### config.mk
export PLATFORM = sky130hd
export DESIGN_NAME = majority_event_display
export DESIGN_NICKNAME = d
export VERILOG_FILES = /design/src/rtl/majority_event_display.sv
export SDC_FILE = /design/constraint.sdc
export NUM_CORES = 1
export LEC_CHECK = 0
export BUFFER_PORTS_ARGS = -buffer_cell sky130_fd_sc_hd__buf_2
export CAP_MARGIN = 20
export CORE_ASPECT_RATIO = 1.75
export CORE_UTILIZATION = 40
export CTS_CLUSTER_DIAMETER = 60
export CTS_CLUSTER_SIZE = 10
export DETAILED_ROUTE_END_ITERATION = 16
export HOLD_SLACK_MARGIN = 0.05
export REMOVE_ABC_BUFFERS = 1
export SLEW_MARGIN = 20
export SYNTH_ARGS = -nofsm -noshare
export SYNTH_HDL_FRONTEND = slang
export SYNTH_SLANG_ARGS = --single-unit
export TNS_END_PERCENT = 50
### constraint.sdc
create_clock -name clk -period 4 [get_ports clk]
set_input_delay 1 -clock clk [delete_from_list [all_inputs] [get_ports clk]]
set_output_delay 1 -clock clk [all_outputs]
set_load 0.02 [all_outputs]
### src/rtl/majority_event_display.sv
// Debounces the 2-of-3 majority detector output, counts qualified rising events modulo 10
// and shows the count on a seven-segment display with an event-hold decimal point.
module majority_event_display #(
  parameter int unsigned DEBOUNCE_CYCLES = 250_000,
  parameter int unsigned HOLD_CYCLES     = 10_000_000
) (
  input  logic       clk,
  input  logic       rst,
  input  logic       en,
  input  logic       det_in,
  input  logic       clr,
  output logic [6:0] seg,
  output logic       dp,
  output logic [3:0] count,
  output logic       event_pulse
);

  localparam int unsigned DEB_W  = (DEBOUNCE_CYCLES > 1) ? $clog2(DEBOUNCE_CYCLES) : 1;
  localparam int unsigned HOLD_W = $clog2(HOLD_CYCLES + 1);
  localparam logic [DEB_W-1:0]  DEB_LAST  = DEB_W'(DEBOUNCE_CYCLES - 1);
  localparam logic [HOLD_W-1:0] HOLD_LOAD = HOLD_W'(HOLD_CYCLES);

  typedef enum logic [1:0] {
    LOW       = 2'd0,
    RISE_WAIT = 2'd1,
    HIGH      = 2'd2,
    FALL_WAIT = 2'd3
  } state_t;

  state_t            state, state_d;
  logic [DEB_W-1:0]  deb_cnt, deb_cnt_d;
  logic [HOLD_W-1:0] hold_cnt, hold_cnt_d;
  logic [3:0]        count_d;
  logic [6:0]        seg_d;
  logic              sync1, s;
  logic              fire;

  function automatic logic [6:0] seg_decode(input logic [3:0] v);
    case (v)
      4'd0:    seg_decode = 7'h3F;
      4'd1:    seg_decode = 7'h06;
      4'd2:    seg_decode = 7'h5B;
      4'd3:    seg_decode = 7'h4F;
      4'd4:    seg_decode = 7'h66;
      4'd5:    seg_decode = 7'h6D;
      4'd6:    seg_decode = 7'h7D;
      4'd7:    seg_decode = 7'h07;
      4'd8:    seg_decode = 7'h7F;
      4'd9:    seg_decode = 7'h6F;
      default: seg_decode = 7'h40;
    endcase
  endfunction

  // Two-flop synchroniser keeps sampling even while disabled.
  always_ff @(posedge clk) begin
    if (rst) begin
      sync1 <= 1'b0;
      s     <= 1'b0;
    end else begin
      sync1 <= det_in;
      s     <= sync1;
    end
  end

  always_ff @(posedge clk) begin
    if (rst) begin
      state   <= LOW;
      deb_cnt <= '0;
    end else begin
      state   <= state_d;
      deb_cnt <= deb_cnt_d;
    end
  end

  // Debounce next-state; a qualified rise fires exactly once on RISE_WAIT -> HIGH.
  always_comb begin
    state_d   = state;
    deb_cnt_d = deb_cnt;
    fire      = 1'b0;
    if (en) begin
      case (state)
        LOW: begin
          if (s) begin
            state_d   = RISE_WAIT;
            deb_cnt_d = '0;
          end
        end
        RISE_WAIT: begin
          if (!s) begin
            state_d = LOW;
          end else if (deb_cnt == DEB_LAST) begin
            state_d = HIGH;
            fire    = 1'b1;
          end else begin
            deb_cnt_d = deb_cnt + DEB_W'(1);
          end
        end
        HIGH: begin
          if (!s) begin
            state_d   = FALL_WAIT;
            deb_cnt_d = '0;
          end
        end
        FALL_WAIT: begin
          if (s) begin
            state_d = HIGH;
          end else if (deb_cnt == DEB_LAST) begin
            state_d = LOW;
          end else begin
            deb_cnt_d = deb_cnt + DEB_W'(1);
          end
        end
        default: state_d = LOW;
      endcase
    end
  end

  // Counter and hold-window next values; clear beats a coincident event.
  always_comb begin
    count_d    = count;
    hold_cnt_d = (hold_cnt != '0) ? hold_cnt - HOLD_W'(1) : '0;
    if (fire) begin
      count_d    = (count == 4'd9) ? 4'd0 : count + 4'd1;
      hold_cnt_d = HOLD_LOAD;
    end
    if (clr) begin
      count_d    = 4'd0;
      hold_cnt_d = '0;
    end
    seg_d = seg_decode(count_d);
  end

  always_ff @(posedge clk) begin
    if (rst) begin
      count       <= 4'd0;
      hold_cnt    <= '0;
      seg         <= 7'h3F;
      dp          <= 1'b0;
      event_pulse <= 1'b0;
    end else if (!en) begin
      seg         <= 7'h00;
      dp          <= 1'b0;
      event_pulse <= 1'b0;
    end else begin
      count       <= count_d;
      hold_cnt    <= hold_cnt_d;
      seg         <= seg_d;
      dp          <= (hold_cnt_d != '0);
      event_pulse <= fire;
    end
  end

endmodule

==> impl_metrics.ini <==
[outcome]
status = completed

[routing]
wirelength_um = 8460
vias = 3122
first_pass_iters = 4
drc_errors = 0
wire_per_inst_um = 15.0
ant_nets = 0
vias_per_cell = 5.55
drt_iter0_markers = 215

[sta]
finalHoldViolations = 0
worst_slack_ns = 0.748
period_share_pct = 81.3
worstMarginPinSlew_ns = 0.762
slew_headroom_pct = 49.2
min_period_ns = 3.25
setup_tns_ns = 0
skew_ns = 0.00386
max_freq_ghz = 0.307
hold-worst-slack_ns = 0.438
setup-violations-final = 0
rsz0062_at_grt = false
slew_viol_final = 0

[cts]
hold_buffers = 0
clock_sinks = 59
clk_pin_slew_ns = 0.05
clk_latency_ns = 0.33
cts-root-buf = clkbuf_16
cts_resized = 0
cts_tree = done
ctsHtreeMaxLevel = 3
clock_path_buffers = 2
cts_buffers = 9
post_cts.repair.setup_buffers = 0

[worst_hold_path]
min_path_type = register to register

[yosys]
postSynthCellCount = 438
synth-warning-count = 0
synth_cell_types = 63
synthTopCellsByArea = dfxtp_1, nor2_1, a21oi_1, ha_1, o21ai_0
synth_top_cell_by_area = dfxtp_1
synth.cell_area_um2 = 3440
syn_avg_cell_area_um2 = 7.85
seq_area_frac_synth_pct = 34.3
synth_top_flop_cell = dfxtp_1
ys_ff_latch = 59
synth_top_area_share_pct = 34.3
synth_edf_count = 0
synthArstFlopShare_pct = 0

[power_and_ir_drop]
peakVddDrop_mv = 0.276
power_mw = 2.54
power.leakage_nw = 1.50
p_per_area_nw_per_um2 = 648

[global_routing]
antenna_found_initial = 0
grt_overflow = 0
first_global_vias = 3019
grt_pass1_wl_um = 14400
grt_use_total_pct = 20.5
grt_max_degree = 35

[layout]
fill_cells = 811
final_common_cell = nor2_1
fin_nets = 458
n_antenna_cell = 0
fin_area_um2 = 3910
drive_gt1_share_pct = 12.3
utilization_pct = 47.1
fin_cells = 563
syn_to_final_growth_pct = 13.8
most-common-layout-cells = nor2_1, dfxtp_1, a21oi_1, nand2_1, o21ai_0

[setup_path]
endpoint_kind = register
worstSetupPathType = register to register
reg2reg_slack_ns = 0.75
cp_data_arrival_time_ns = 3.48
worstPathRequired_ns = 4.22
start_kind = register
crit_fanout = 6

[run]
max_cap_violations = 0

[floorplanning]
die-width_um = 72.1
rows = 44
core-area_um2 = 8310
ios = 18
initial_core_util_pct = 41.4
die_h_um = 125
die-area_um2 = 8990

[place]
hpwl_um = 6060
placed_cells = 547
io_buffer_count = 17
pre_cts_slack_ns = 0.774
placed_area_um2 = 3580
place.gp.congestion = 0.849
metal layers:
layer	part of all wire, %	global-route usage [%]	routed length, um	up-vias
li1	-	-	-	1557
met1	40	23.5	3420	1474
met2	53	34.5	4450	63
met3	3.3	3.48	277	28
met4	3.8	12.2	318	0
met5	0	0	0	-
final timing paths:
| kind | start | to | cells past startpoint |
|---|---|---|---|
| min | sync1 | s | 1 |
| max reg2reg | deb_cnt[15] | seg[1] | 9 |
| min reg2reg | sync1 | s | 1 |
| max | deb_cnt[15] | seg[1] | 9 |
Yosys cell counts (all sizes together), types with 9 or more instances:
cell / number
a21oi: 30
clkbuf: 24
dfxtp: 59
ha: 10
inv: 13
mux2i: 9
nand2: 29
nand4: 9
nor2: 73
nor3: 15
nor4: 18
o21ai: 32
or3: 10
xor2: 13
power by group:
part / switching, mW / internal [mW] / total (mW)
Combinational: 0.600 / 0.359 / 0.959
Sequential: 0.0805 / 0.650 / 0.730
Clock: 0.270 / 0.578 / 0.848
final cells by class:
cell class,instances,area [um^2],share of cell area [%]
multi-input combinational,338,2090,53.4
timing repair buffer,22,123,3.13
clock buffer,12,256,6.55
tap,115,144,3.68
clock inverter,4,72.6,1.85
inverter,13,48.8,1.25
sequential,59,1180,30.2
logic make-up (layout without fill, tap and decap cells):
group,count (synthesis),count (layout),share of synthesized area (%)
compound gates,89,89,15.6
xor+xnor,20,20,5.09
fa+ha+maj,10,10,3.64
buf+inv,41,51,4.95
flops,59,59,34.3
mux,10,10,2.95
simple gates,209,209,33.4
state kept, by name (all words and copies together), names as in the netlist, named ones only:
register	count
seg	7
state	1
sync1	1
deb_cnt	18
s	1
dp	1
hold_cnt	24
event_pulse	1
count	4
critical path: stages (launching register included):
cell	delay, ns
dfxtp_1	0.40
or4bb_1	0.54
nor3_2	0.26
nand4_2	0.22
or3_1	0.40
a21oi_1	0.32
inv_1	0.14
ha_1	0.32
or3b_1	0.37
a21o_1	0.17
Note: power is estimated with default switching activity, not from simulation.
